### config.mk
export PLATFORM = sky130hd
export DESIGN_NAME = reflet_vga_wb_rect_fill_flat
export DESIGN_NICKNAME = d
export VERILOG_FILES = /design/src/rtl/reflet_vga_wb_rect_fill_if.sv /design/src/rtl/reflet_vga_wb_rect_fill.sv /design/src/flat_wrapper.sv
export SDC_FILE = /design/constraint.sdc
export NUM_CORES = 1
export LEC_CHECK = 0
export ABC_AREA = 1
export BUFFER_PORTS_ARGS = -buffer_cell sky130_fd_sc_hd__buf_4
export CAP_MARGIN = 20
export CELL_PAD_IN_SITES_DETAIL_PLACEMENT = 1
export CELL_PAD_IN_SITES_GLOBAL_PLACEMENT = 1
export CORE_UTILIZATION = 39
export CTS_CLUSTER_SIZE = 20
export DETAILED_ROUTE_END_ITERATION = 10
export PLACE_DENSITY_LB_ADDON = 0.08
export SLEW_MARGIN = 20
export SYNTH_ARGS = -nofsm -noshare
export SYNTH_HDL_FRONTEND = slang
export SYNTH_SLANG_ARGS = --single-unit
### constraint.sdc
create_clock -name clk -period 3.65 [get_ports clk]
set_input_delay 0.5475 -clock clk [delete_from_list [all_inputs] [get_ports clk]]
set_output_delay 0.5475 -clock clk [all_outputs]
set_load 0.01 [all_outputs]
### src/rtl/reflet_vga_wb_rect_fill_if.sv
// Wishbone classic bus bundle between the rectangle-fill initiator and the
// VGA framebuffer slave.
interface reflet_vga_wb_rect_fill_if #(
    parameter int bus_size = 32
);
    logic [bus_size-1:0] wb_adr_o;
    logic [bus_size-1:0] wb_dat_o;
    logic [bus_size-1:0] wb_dat_i;
    logic                wb_we_o;
    logic                wb_cyc_o;
    logic                wb_stb_o;
    logic                wb_ack_i;
    logic                wb_err_i;
    logic [3:0]          wb_tag_o;

    modport master (
        output wb_adr_o, wb_dat_o, wb_we_o, wb_cyc_o, wb_stb_o, wb_tag_o,
        input  wb_dat_i, wb_ack_i, wb_err_i
    );

    modport slave (
        input  wb_adr_o, wb_dat_o, wb_we_o, wb_cyc_o, wb_stb_o, wb_tag_o,
        output wb_dat_i, wb_ack_i, wb_err_i
    );
endinterface

### src/rtl/reflet_vga_wb_rect_fill.sv
// Wishbone initiator that paints an axis-aligned rectangle by writing the
// framebuffer's Y, X and colour registers pixel by pixel (row-major).
module reflet_vga_wb_rect_fill #(
    parameter int                  bus_size    = 32,
    parameter int                  coord_width = 16,
    parameter int                  color_width = 24,
    parameter logic [bus_size-1:0] x_addr      = 32'h7000_0000,
    parameter logic [bus_size-1:0] y_addr      = 32'h7000_0004,
    parameter logic [bus_size-1:0] color_addr  = 32'h7000_0008,
    parameter int                  timeout     = 255
) (
    input  logic                   clk,
    input  logic                   reset,
    input  logic                   start,
    input  logic [coord_width-1:0] x0,
    input  logic [coord_width-1:0] y0,
    input  logic [coord_width-1:0] x1,
    input  logic [coord_width-1:0] y1,
    input  logic [color_width-1:0] color_i,
    output logic                   busy,
    output logic                   done,
    output logic                   error,
    reflet_vga_wb_rect_fill_if.master wb
);

    localparam int TW = (timeout > 1) ? $clog2(timeout) : 1;
    localparam logic [TW-1:0] WAIT_LAST = TW'((timeout > 0) ? timeout - 1 : 0);

    typedef enum logic [2:0] {IDLE, WR_Y, WR_X, WR_C, FIN} state_t;

    state_t                 state, state_n;
    logic [coord_width-1:0] cur_x, cur_y, cx_n, cy_n;
    logic [coord_width-1:0] lx0, lx1, ly1;
    logic [color_width-1:0] col_q, col_n;
    logic [TW-1:0]          wait_cnt, wait_n;
    logic                   load, error_n;
    logic                   xfer_ok, xfer_err, tmo, abort;
    logic                   stb_n, done_n;
    logic [bus_size-1:0]    adr_n, dat_n;
    logic                   unused_dat;

    assign wb.wb_tag_o = 4'd0;
    assign unused_dat  = ^wb.wb_dat_i;

    // Bus responses only count while our strobe is up; err beats ack.
    assign xfer_err = wb.wb_stb_o & wb.wb_err_i;
    assign xfer_ok  = wb.wb_stb_o & wb.wb_ack_i & ~wb.wb_err_i;
    assign tmo      = (timeout > 0) && wb.wb_stb_o && !wb.wb_ack_i && !wb.wb_err_i
                      && (wait_cnt == WAIT_LAST);
    assign abort    = xfer_err | tmo;

    always_comb begin
        state_n = state;
        cx_n    = cur_x;
        cy_n    = cur_y;
        load    = 1'b0;
        error_n = error;
        wait_n  = '0;
        if (wb.wb_stb_o && !wb.wb_ack_i && !wb.wb_err_i)
            wait_n = wait_cnt + 1'b1;

        case (state)
            IDLE: begin
                if (start) begin
                    load    = 1'b1;
                    error_n = 1'b0;
                    if ((x1 < x0) || (y1 < y0)) begin
                        state_n = FIN;
                    end else begin
                        state_n = WR_Y;
                        cx_n    = x0;
                        cy_n    = y0;
                    end
                end
            end
            WR_Y, WR_X, WR_C: begin
                if (abort) begin
                    state_n = FIN;
                    error_n = 1'b1;
                end else if (xfer_ok) begin
                    if (state == WR_Y) begin
                        state_n = WR_X;
                    end else if (state == WR_X) begin
                        state_n = WR_C;
                    end else if (cur_x < lx1) begin
                        // Increment only when strictly below the limit so an
                        // all-ones corner never wraps.
                        cx_n    = cur_x + 1'b1;
                        state_n = WR_X;
                    end else if (cur_y < ly1) begin
                        cx_n    = lx0;
                        cy_n    = cur_y + 1'b1;
                        state_n = WR_Y;
                    end else begin
                        state_n = FIN;
                    end
                end
            end
            FIN:     state_n = IDLE;
            default: state_n = IDLE;
        endcase

        col_n = load ? color_i : col_q;

        // Bus outputs are registered: derive them from the next state.
        stb_n = 1'b0;
        adr_n = '0;
        dat_n = '0;
        case (state_n)
            WR_Y: begin
                stb_n = 1'b1;
                adr_n = y_addr;
                dat_n = bus_size'(cy_n);
            end
            WR_X: begin
                stb_n = 1'b1;
                adr_n = x_addr;
                dat_n = bus_size'(cx_n);
            end
            WR_C: begin
                stb_n = 1'b1;
                adr_n = color_addr;
                dat_n = bus_size'(col_n);
            end
            default: ;
        endcase
        done_n = (state_n == FIN);
    end

    always_ff @(posedge clk) begin
        if (reset) begin
            state       <= IDLE;
            error       <= 1'b0;
            done        <= 1'b0;
            busy        <= 1'b0;
            wait_cnt    <= '0;
            wb.wb_stb_o <= 1'b0;
            wb.wb_cyc_o <= 1'b0;
            wb.wb_we_o  <= 1'b0;
            wb.wb_adr_o <= '0;
            wb.wb_dat_o <= '0;
        end else begin
            state       <= state_n;
            error       <= error_n;
            done        <= done_n;
            busy        <= stb_n;
            wait_cnt    <= wait_n;
            wb.wb_stb_o <= stb_n;
            wb.wb_cyc_o <= stb_n;
            wb.wb_we_o  <= stb_n;
            wb.wb_adr_o <= adr_n;
            wb.wb_dat_o <= dat_n;
        end
    end

    // Command and scan registers carry data only; the FSM qualifies them.
    always_ff @(posedge clk) begin
        if (load) begin
            lx0 <= x0;
            lx1 <= x1;
            ly1 <= y1;
        end
        cur_x <= cx_n;
        cur_y <= cy_n;
        col_q <= col_n;
    end

endmodule
### src/flat_wrapper.sv
// flat-port wrapper written by rule: the top's interface ports become plain ports
module reflet_vga_wb_rect_fill_flat 
#(
    parameter int                  bus_size    = 32,
    parameter int                  coord_width = 16,
    parameter int                  color_width = 24,
    parameter logic [bus_size-1:0] x_addr      = 32'h7000_0000,
    parameter logic [bus_size-1:0] y_addr      = 32'h7000_0004,
    parameter logic [bus_size-1:0] color_addr  = 32'h7000_0008,
    parameter int                  timeout     = 255
)
  (clk, reset, start, x0, y0, x1, y1, color_i, busy, done, error, wb_wb_adr_o, wb_wb_dat_o, wb_wb_we_o, wb_wb_cyc_o, wb_wb_stb_o, wb_wb_tag_o, wb_wb_dat_i, wb_wb_ack_i, wb_wb_err_i);
  reflet_vga_wb_rect_fill_if #(.bus_size(bus_size)) wb_i ();
  input  logic clk;
  input  logic reset;
  input  logic start;
  input  logic [coord_width-1:0] x0;
  input  logic [coord_width-1:0] y0;
  input  logic [coord_width-1:0] x1;
  input  logic [coord_width-1:0] y1;
  input  logic [color_width-1:0] color_i;
  output logic busy;
  output logic done;
  output logic error;
  output wire logic [$bits(wb_i.wb_adr_o)-1:0] wb_wb_adr_o;
  output wire logic [$bits(wb_i.wb_dat_o)-1:0] wb_wb_dat_o;
  output wire logic [$bits(wb_i.wb_we_o)-1:0] wb_wb_we_o;
  output wire logic [$bits(wb_i.wb_cyc_o)-1:0] wb_wb_cyc_o;
  output wire logic [$bits(wb_i.wb_stb_o)-1:0] wb_wb_stb_o;
  output wire logic [$bits(wb_i.wb_tag_o)-1:0] wb_wb_tag_o;
  input wire logic [$bits(wb_i.wb_dat_i)-1:0] wb_wb_dat_i;
  input wire logic [$bits(wb_i.wb_ack_i)-1:0] wb_wb_ack_i;
  input wire logic [$bits(wb_i.wb_err_i)-1:0] wb_wb_err_i;
  assign wb_wb_adr_o = wb_i.wb_adr_o;
  assign wb_wb_dat_o = wb_i.wb_dat_o;
  assign wb_wb_we_o = wb_i.wb_we_o;
  assign wb_wb_cyc_o = wb_i.wb_cyc_o;
  assign wb_wb_stb_o = wb_i.wb_stb_o;
  assign wb_wb_tag_o = wb_i.wb_tag_o;
  assign wb_i.wb_dat_i = wb_wb_dat_i;
  assign wb_i.wb_ack_i = wb_wb_ack_i;
  assign wb_i.wb_err_i = wb_wb_err_i;
  reflet_vga_wb_rect_fill #(.bus_size(bus_size), .coord_width(coord_width), .color_width(color_width), .x_addr(x_addr), .y_addr(y_addr), .color_addr(color_addr), .timeout(timeout)) u_core (.clk(clk), .reset(reset), .start(start), .x0(x0), .y0(y0), .x1(x1), .y1(y1), .color_i(color_i), .busy(busy), .done(done), .error(error), .wb(wb_i));
endmodule
After elaboration in Yosys (flattened, before gate mapping). Index checks and enable logic that the tools add are counted.

$add $sub $neg: 3. Magnitude comparators: 4. Equal/unequal tests: 10. Muxes and demuxes: 36. Bitwise operators: 6. Reductions and logical operators: 12.

Operators with widths (count): $mux 16 (16); $pmux 31 s3 (1); $pmux 24 s3 (1); $lt 16x16->1 (4); $pmux 16 s2 (2); $add 16x1->16 const B (2); $mux 24 (1); $mux 3 (8); $eq 3x2->1 const B (4); $add 8x1->8 const B (1); $eq 8x8->1 const B (1); $eq 3x1->1 const B (2); $pmux 3 s2 (1); $reduce_or 3->1 (2); $mux 1 (5); $and 1x1->1 (3); $eq 3x3->1 const B (1); $logic_and 1x1->1 (3); $logic_not 3->1 (1); $reduce_and 3->1 (1); $logic_not 1->1 (2); $ne 2x1->1 const B (1); $ne 2x2->1 const B (1); $not 1->1 (2); 5 further kinds (5).

Flip-flop bits (word level): 182. Output and inout bits: 74.

Longest topological paths before layout. Gate-level depths: netlist of run 1.

Word-level depth: 11. Depth in mapped cells: 22. Mapped depth without buffers: 21.

Worst setup path after synthesis of run 1. OpenSTA, ideal clock, no wires.

Kind: flip-flop to flip-flop. Start: register u_core.state[0]. End: register u_core.wb.wb_dat_o[21]. Data arrival time: 2.997 ns. Data required time: 3.585 ns. Slack: 0.588 ns. Cell stages (with the launch flop): 8. Path buffers: 1. Clock period less this slack: 3.062 ns. Cell sequence: dfxtp_1 > nor2_1 > nand2_1 > nor2_1 > clkbuf_1 > or2_2 > o21ai_0 > nor2_1.

Elaborated cells between the ends (all ways): 17. Classes of those cells: eq/ne (6); mux (9); reduce/logical (2).

RTL lines: start, declared (line reflet_vga_wb_rect_fill.sv:31) `state_t state, state_n;`; start signal, assigned (line reflet_vga_wb_rect_fill.sv:143) `state <= state_n;`; $logic_not 3->1 (line reflet_vga_wb_rect_fill.sv:62) `case (state)`; $mux 1 (line reflet_vga_wb_rect_fill.sv:62); named net u_core.load (line reflet_vga_wb_rect_fill.sv:36) `logic load, error_n;`; $mux 24 (line reflet_vga_wb_rect_fill.sv:103) `col_n = load ? color_i : col_q;`; $pmux 24 s3 (line reflet_vga_wb_rect_fill.sv:109) `case (state_n)`; end signal, assigned (line reflet_vga_wb_rect_fill.sv:152) `wb.wb_dat_o <= dat_n;`; end, declared (line reflet_vga_wb_rect_fill_if.sv:17) `output wb_adr_o, wb_dat_o, wb_we_o, wb_cyc_o, wb_stb_o, wb_tag_o,`.

The timed path passes the listed nets, and every way through them passes these cells. A chain may end at the register's enable or synchronous reset.

Worst setup path after layout of run 1.
Start: register u_core.cur_x[5]. End: register u_core.wb.wb_dat_o[5].

Word-level cells in the longest chain between the ends: 9. Elaborated cells between the ends (all ways): 27. Classes of those cells: add/sub (1); order compare (1); eq/ne (3); mux (22).

RTL lines: start, declared (line reflet_vga_wb_rect_fill.sv:32) `logic [coord_width-1:0] cur_x, cur_y, cx_n, cy_n;`; start signal, assigned (line reflet_vga_wb_rect_fill.sv:163) `cur_x <= cx_n;`; $lt 16x16->1 (line reflet_vga_wb_rect_fill.sv:85) `end else if (cur_x < lx1) begin`; $mux 3 (line reflet_vga_wb_rect_fill.sv:85); $mux 3 (line reflet_vga_wb_rect_fill.sv:83) `end else if (state == WR_X) begin`; $mux 3 (line reflet_vga_wb_rect_fill.sv:81) `if (state == WR_Y) begin`; $mux 3 (line reflet_vga_wb_rect_fill.sv:80) `end else if (xfer_ok) begin`; $mux 3 (line reflet_vga_wb_rect_fill.sv:77) `if (abort) begin`; $pmux 3 s2 (line reflet_vga_wb_rect_fill.sv:62); $eq 3x2->1 or $eq 3x1->1 (tied branches) (line reflet_vga_wb_rect_fill.sv:109); $pmux 24 s3 (*) (line reflet_vga_wb_rect_fill.sv:109).

Every way passes the cells marked *; elsewhere a longest branch is shown, timed or not.

==> metrics.txt, run 1 <==
number of buffer and inverter stages on the critical path 1; final weighted congestion of routability-driven global placement about 0.84; data arrival time of the critical path 3550 ps; maximum clock path buffer count 2; Std-Cell Rows 53; per-cell routed wire length between 15 and 20 µm; period utilization 0.870; final-report hold violation count 0; setup slack, reg-to-reg about 470 ps; most utilized layer in the global route result met2; fin nets 1502; placeable core region ~21000 µm²; area enclosed by the die boundary between 20000 and 25000 µm²; highest cell delay on the worst timing path approximately 500 ps; final std cell area, no fill approximately 10000 µm²; first-pass detailed-route iteration total 5; y dimension of the die about 150 µm; clock latency at the later pin of the worst-skew pair 440 ps; unique cell type count in the Yosys netlist 38; clock buffers created by TritonCTS 17; CP Cell Sequence ha_1 -> a21oi_1 -> nor2_1 -> nor3_1 -> nand2_1 -> nand2_2 -> nand2_2 -> nand2_2 -> nand2_1 -> nand2_1 -> nand2_1 -> nand2_1 -> nand2_2 -> nor2_4 -> inv_1 -> nor2_1 -> nor2_1 -> nor2_1; critical path peak fanout 13; net switching power roughly 2300 µW; library cell occupying the most area in the post-synthesis netlist sky130_fd_sc_hd__dfxtp_1; switching share of power 0.401; most used flip-flop cell after synthesis sky130_fd_sc_hd__dfxtp_1; mean cell area of the mapped netlist slightly above 7 µm²; DPL Wire Length approximately 20000 µm; proportion of power drawn by combinational gates 0.316; data required time at the worst endpoint roughly 4000 ps; category of the critical setup timing path flip-flop to flip-flop; sinks on the clock net 145; type of the worst min-delay path input port to flip-flop; pin count of the biggest net entering global routing 43; area fraction of the dominant cell type after synthesis 0.226; master of the slowest instance on the critical path sky130_fd_sc_hd__dfxtp_1; headroom to the max-slew limit 0.455; proportion of layout cells with a drive suffix above 1 0.161; start point of the critical path u_core.cur_x[5]$_DFF_P_; clock network power share 0.302; total wire length after detailed routing 26800 µm; part of the total power dissipated in sequential elements 0.382; result of the run complete, no violations; RSZ-0062 raised after global routing false; vias in the first global route about 8000; port bufs ~130; die width 151 µm; flip-flop and latch count after synthesis roughly 150; Synthesis Warnings 0; Clock H-tree levels 4; LEAKAGE 0.00528 µW; Critical Path Most Common Cell sky130_fd_sc_hd__nand2_1; final antenna diode count 0; number of instances resized during post-cts repair 0; M2 GR Usage 0.415; hold buffer count at cts 0; Slew Limit Fails 0; proportion of synthesized flip-flops having asynchronous set or reset 0; I/O pin cnt 199; via/cell ratio roughly 5.0; first-pass GRT wire length roughly 42000 µm; sum of negative setup slack 0 ps; count of unresolved DRC violations after routing 0; total number of vias just under 8000; shortest period the worst path allows between 3000 and 4000 ps; cell family contributing the most delay on the critical path simple AND/OR/NAND/NOR gates; met3 layer usage reported by global route 0.0494; sequential element share of the synthesized area 0.393; number of buffers inserted to repair setup after CTS 0; startpoint of the worst hold path y1[12]; filler cell count in the final layout 2734; global-route met1 utilization 0.317; number of flops mapped to enable cells by yosys 48; Critical R2R Launch u_core.cur_x[5]$_DFF_P_; transition at the pin with the smallest max-transition slack slightly above 800 ps; number of maximum-capacitance violations 0; area growth from synthesis to final layout 19.7%; TritonCTS clock tree done; buffer cell driving the clock tree root sky130_fd_sc_hd__clkbuf_16; critical path launch point type flip-flop; Final ANT Viol Nets 0; Clock Skew 16.4 ps; residual overflow from global routing 0; total of endpoints with negative setup slack in the final report 0; Total Routing Usage GR 0.245; clock slew seen by the registers of the worst setup and hold paths 70 ps; number of DRC markers in iteration 0 about 370; summed instance area of the synthesized netlist ~8600 µm²; timing-limited maximum frequency between 300 and 400 MHz; antenna violations before repair 1; CP Capture Type flip-flop; internal cell power between 3000 and 4000 µW; dominant cells by area after synthesis sky130_fd_sc_hd__dfxtp_1, sky130_fd_sc_hd__edfxtp_1, sky130_fd_sc_hd__nand2_1; area of placed instances just under 10000 µm²; starting density of the core 0.403; power density normalized to cell area ~560 nW/µm²; number of instances in the synthesized netlist 1183; highest ir drop seen on vdd between 0.2 and 0.3 mV
[per-layer routing]
| layer | vias to the layer above | wire length, µm |
|---|---|---|
| met5 | - | 0 |
| met4 | 0 | 306 |
| met3 | 23 | 1380 |
| met2 | 169 | 12800 |
| met1 | 3778 | 12300 |
| li1 | 3972 | - |
[flip-flops by register name (all words and copies together) (netlist names), 3 cells and up]
register / flops
u_core.col_q: 24
u_core.state: 3
u_core.wb.wb_dat_o: 24
u_core.cur_x: 16
u_core.lx1: 16
u_core.ly1: 16
u_core.cur_y: 16
u_core.lx0: 16
u_core.wait_cnt: 8
u_core.wb.wb_adr_o: 3
[layout make-up]
cell class | count | area [µm²] | area share
clock buffer | 17 | 425 | 0.0413
inverter | 185 | 694 | 0.0674
tap | 275 | 344 | 0.0334
timing repair buffer | 147 | 1100 | 0.107
clock inverter | 15 | 164 | 0.0159
sequential | 145 | 3380 | 0.328
multi-input combinational | 817 | 4200 | 0.407
[worst paths after layout]
path / endpoint / cells after the start
worst max-delay path: u_core.wb.wb_dat_o[5]$_SDFF_PP0_ / 18
worst min-delay path: u_core.ly1[12]$_DFFE_PP_ / 1
worst max register to register: u_core.wb.wb_dat_o[5]$_SDFF_PP0_ / 18
worst min register to register: u_core.col_q[9]$_DFF_P_ / 2
[cell usage in the layout, fill, tap and decap left out, types with 2 or more instances in the layout]
master / synthesis / layout
sky130_fd_sc_hd__nor3_1: 10 / 10
sky130_fd_sc_hd__a21oi_1: 52 / 52
sky130_fd_sc_hd__nand3_1: 112 / 112
sky130_fd_sc_hd__conb_1: 1 / 39
sky130_fd_sc_hd__nand4_1: 26 / 26
sky130_fd_sc_hd__o21bai_1: 2 / 2
sky130_fd_sc_hd__dfxtp_1: 97 / 97
sky130_fd_sc_hd__and3_1: 4 / 4
sky130_fd_sc_hd__inv_6: 0 / 4
sky130_fd_sc_hd__buf_4: 47 / 147
sky130_fd_sc_hd__nand2_1: 332 / 332
sky130_fd_sc_hd__nand3b_1: 7 / 7
sky130_fd_sc_hd__or2_2: 8 / 8
sky130_fd_sc_hd__inv_2: 9 / 9
sky130_fd_sc_hd__nor3b_1: 2 / 2
sky130_fd_sc_hd__clkbuf_16: 0 / 17
sky130_fd_sc_hd__nor2_4: 3 / 4
sky130_fd_sc_hd__o21a_1: 3 / 3
sky130_fd_sc_hd__nor2_2: 3 / 3
sky130_fd_sc_hd__inv_8: 0 / 4
sky130_fd_sc_hd__o211ai_1: 8 / 8
sky130_fd_sc_hd__nor4_1: 3 / 3
sky130_fd_sc_hd__nand2_2: 6 / 6
sky130_fd_sc_hd__edfxtp_1: 48 / 48
sky130_fd_sc_hd__ha_1: 64 / 64
sky130_fd_sc_hd__o21ai_0: 34 / 34
sky130_fd_sc_hd__o21ai_1: 9 / 9
sky130_fd_sc_hd__xor2_1: 3 / 3
sky130_fd_sc_hd__nor2_1: 81 / 80
sky130_fd_sc_hd__inv_1: 175 / 175
sky130_fd_sc_hd__clkinv_8: 0 / 4
[synth_stat cells, drive strengths merged (2+ instances only)]
library cell,count
dfxtp,97
xor2,3
ha,64
nand3b,7
nand2,338
nand3,113
nor3,11
o21ai,43
and3,4
o21a,3
clkbuf,14
inv,184
edfxtp,48
nor2,87
o21bai,2
nor4,3
buf,60
nand4,26
o211ai,8
nor3b,2
a21oi,54
or2,9
[logic make-up after synthesis]
group                      Yosys count  synth area share
other                                1          0.000436
DFF                                145             0.393
adders and majority gates           64            0.0930
AOI/OAI and AO/OA                  110            0.0695
xor gates and xnor gates             4           0.00407
buffers and inverters              259             0.137
and+or+nand+nor                    600             0.303
[per-stage QoR]
step	total power, µW	worst slack (ps)	hold slack (ps)	cells	utilization
2_1_floorplan	3420	588	417	1221	-
3_3_place_gp	3990	661	429	1569	0.455
3_5_place_dp	4060	566	434	1569	0.455
4_1_cts	5850	480	279	1601	0.483
5_1_grt	6200	133	274	1601	0.483
6_report	5800	473	293	1601	0.483
[power groups by stage]
stage          clock network [µW]  registers, µW  logic, µW
6_report                     1750           2220       1840
5_1_grt                      1870           2250       2080
4_1_cts                      1800           2210       1840
3_5_place_dp                    0           2250       1810
3_3_place_gp                    0           2240       1750
2_1_floorplan                   0           2140       1280
No activity file was read; power rests on OpenSTA's default activity.
==> run 2: changes to the inputs <==
--- a/config.mk
+++ b/config.mk
@@ -5,12 +5,12 @@
 export SDC_FILE = /design/constraint.sdc
 export NUM_CORES = 1
 export LEC_CHECK = 0
-export ABC_AREA = 1
 export BUFFER_PORTS_ARGS = -buffer_cell sky130_fd_sc_hd__buf_4
 export CAP_MARGIN = 20
 export CELL_PAD_IN_SITES_DETAIL_PLACEMENT = 1
 export CELL_PAD_IN_SITES_GLOBAL_PLACEMENT = 1
-export CORE_UTILIZATION = 39
+export CORE_ASPECT_RATIO = 1.4
+export CORE_UTILIZATION = 41
 export CTS_CLUSTER_SIZE = 20
 export DETAILED_ROUTE_END_ITERATION = 10
 export PLACE_DENSITY_LB_ADDON = 0.08
==> metrics.txt, run 2 <==
residual overflow from global routing 0; data required time at the worst endpoint a little under 4000 ps; sequential element share of the synthesized area 0.417; placeable core region 19300 µm²; most used flip-flop cell after synthesis sky130_fd_sc_hd__dfxtp_1; I/O pin cnt 199; most frequent cell after synthesis sky130_fd_sc_hd__nand2_1; final std cell area, no fill 9980 µm²; total wire length after detailed routing 25100 µm; y dimension of the die 168 µm; headroom to the max-slew limit 0.588; final antenna diode count 0; RSZ-0062 raised after global routing false; number of DRC markers in iteration 0 roughly 270; proportion of synthesized flip-flops having asynchronous set or reset 0; category of the critical setup timing path flip-flop to flip-flop; buffer cell driving the clock tree root sky130_fd_sc_hd__clkbuf_16; clock slew seen by the registers of the worst setup and hold paths 70 ps; number of buffers inserted to repair setup after CTS 0; pin count of the biggest net entering global routing 32; clock buffers created by TritonCTS 17; Synthesis Warnings 0; LEAKAGE between 0.004 and 0.005 µW; highest ir drop seen on vdd around 0.37 mV; TritonCTS clock tree done; data arrival time of the critical path around 3700 ps; master of the slowest instance on the critical path sky130_fd_sc_hd__or3_4; number of instances resized during post-cts repair 0; power density normalized to cell area 543 nW/µm²; summed instance area of the synthesized netlist ~8100 µm²; critical path peak fanout 8; port bufs about 130; result of the run complete, no violations; highest cell delay on the worst timing path around 470 ps; flip-flop and latch count after synthesis 145; Final ANT Viol Nets 0; cell family contributing the most delay on the critical path simple AND/OR/NAND/NOR gates; top library cells by usage in the layout, fill and taps aside sky130_fd_sc_hd__buf_4, sky130_fd_sc_hd__nand2_1, sky130_fd_sc_hd__dfxtp_1; total number of vias between 7000 and 8000; sum of negative setup slack 0 ps; area fraction of the dominant cell type after synthesis 0.239; Clock H-tree levels 4; library cell occupying the most area in the post-synthesis netlist sky130_fd_sc_hd__dfxtp_1; ranking of synthesized cells by instance count sky130_fd_sc_hd__nand2_1, sky130_fd_sc_hd__dfxtp_1, sky130_fd_sc_hd__inv_1, sky130_fd_sc_hd__ha_1, sky130_fd_sc_hd__nor2_1; antenna violations before repair 0; type of the worst min-delay path input port to flip-flop; dominant cells by area after synthesis sky130_fd_sc_hd__dfxtp_1, sky130_fd_sc_hd__edfxtp_1, sky130_fd_sc_hd__ha_1; Clock Skew 10.6 ps; transition at the pin with the smallest max-transition slack 612 ps; count of unresolved DRC violations after routing 0; registers with the highest flip-flop counts u_core.col_q x24, u_core.wb.wb_dat_o x24; Std-Cell Rows 60; critical path launch point type flip-flop; worst setup margin around 320 ps; most common cell after layout, fill and taps aside sky130_fd_sc_hd__buf_4; final-report hold violation count 0; timing-limited maximum frequency roughly 300 MHz; proportion of layout cells with a drive suffix above 1 0.224; CP Capture Type flip-flop; number of flops mapped to enable cells by yosys between 40 and 50; vias in the first global route 7451; DPL Wire Length 19600 µm; number of instances in the synthesized netlist about 900; Total Routing Usage GR 0.253; CP Cell Sequence ha_1 -> nand4_1 -> or3_4 -> a2111oi_4 -> or3_1 -> nor2_4 -> and4_1 -> or4_1 -> a32o_1; die width about 120 µm; pre-CTS setup slack 322 ps; area of placed instances roughly 9400 µm²; via/cell ratio 5.43; sinks on the clock net about 150; area enclosed by the die boundary ~20000 µm²; unique cell type count in the Yosys netlist slightly above 80; Slew Limit Fails 0; clock latency at the later pin of the worst-skew pair ~430 ps; total of endpoints with negative setup slack in the final report 0; filler cell count in the final layout 2276; hold buffer count at cts 0; number of maximum-capacitance violations 0; per-cell routed wire length between 15 and 20 µm; first-pass GRT wire length about 39000 µm; mean cell area of the mapped netlist ~9.1 µm²; area growth from synthesis to final layout 22.9%; final weighted congestion of routability-driven global placement between 0.8 and 0.9; startpoint of the worst hold path x1[0]; fin nets 1229; period utilization 0.911; starting density of the core 0.421; start point of the critical path u_core.cur_y[14]$_DFF_P_; number of buffer and inverter stages on the critical path 0; shortest period the worst path allows ~3300 ps; first-pass detailed-route iteration total 4; Critical R2R Launch u_core.cur_y[14]$_DFF_P_; maximum clock path buffer count 2
==> run 2: layer usage <==
| metal | GRT usage | vias to the layer above | share of wire |
|---|---|---|---|
| li1 | - | 3438 | - |
| met1 | 0.287 | 3431 | 0.41 |
| met2 | 0.455 | 159 | 0.52 |
| met3 | 0.0408 | 42 | 0.036 |
| met4 | 0.123 | 0 | 0.034 |
| met5 | 0 | - | 0 |
==> run 2: final timing paths <==
path / endpoint / slack (ps) / cells after the start
setup reg to reg: u_core.wb.wb_dat_o[10]$_SDFF_PP0_ / 320 / 9
hold reg to reg: u_core.col_q[22]$_DFF_P_ / 450 / 2
hold / removal: u_core.lx1[0]$_DFFE_PP_ / 300 / 1
setup / recovery: u_core.wb.wb_dat_o[10]$_SDFF_PP0_ / 320 / 9
==> run 2: where the power goes <==
| group | switching, µW | internal, µW | total, µW |
|---|---|---|---|
| sequential | 256 | 1920 | 2180 |
| clock | 764 | 961 | 1720 |
| combinational | 853 | 655 | 1510 |
| total | 1870 | 3540 | 5410 |
==> run 2: final cells by class <==
type	instances	area [µm²]	area share
multi-input combinational	623	4090	0.410
clock inverter	14	143	0.0143
tap	248	310	0.0311
timing repair buffer	172	1320	0.132
clock buffer	18	429	0.0430
inverter	81	304	0.0305
sequential	145	3380	0.339
==> run 2: kinds of logic after synthesis <==
kind of cell               synth area share
and+or+nand+nor                       0.183
AOI/OAI and AO/OA                     0.189
buffers and inverters                0.0968
DFF                                   0.417
adders and majority gates            0.0987
xor gates and xnor gates             0.0119
muxes                               0.00247
other                              0.000462
==> run 2: worst reg2reg max path, delay by kind of cell, from the launching register on <==
| family | cells | cell delay [ps] |
|---|---|---|
| adder cells (fa/ha/maj) | 1 | 320 |
| AND/OR/NAND/NOR | 6 | 1890 |
| flip-flops | 1 | 360 |
| AO/OA/AOI/OAI | 2 | 660 |
==> run 2: through the flow <==
| stage | total power (µW) | cells | util | hold WS [ps] |
|---|---|---|---|---|
| floorplan | 3110 | 927 | - | 411 |
| global placement | 3650 | 1269 | 0.487 | 424 |
| detailed placement | 3700 | 1269 | 0.487 | 430 |
| CTS | 5440 | 1301 | 0.517 | 287 |
| global route | 5700 | 1301 | 0.517 | 288 |
| finish | 5410 | 1301 | 0.517 | 300 |
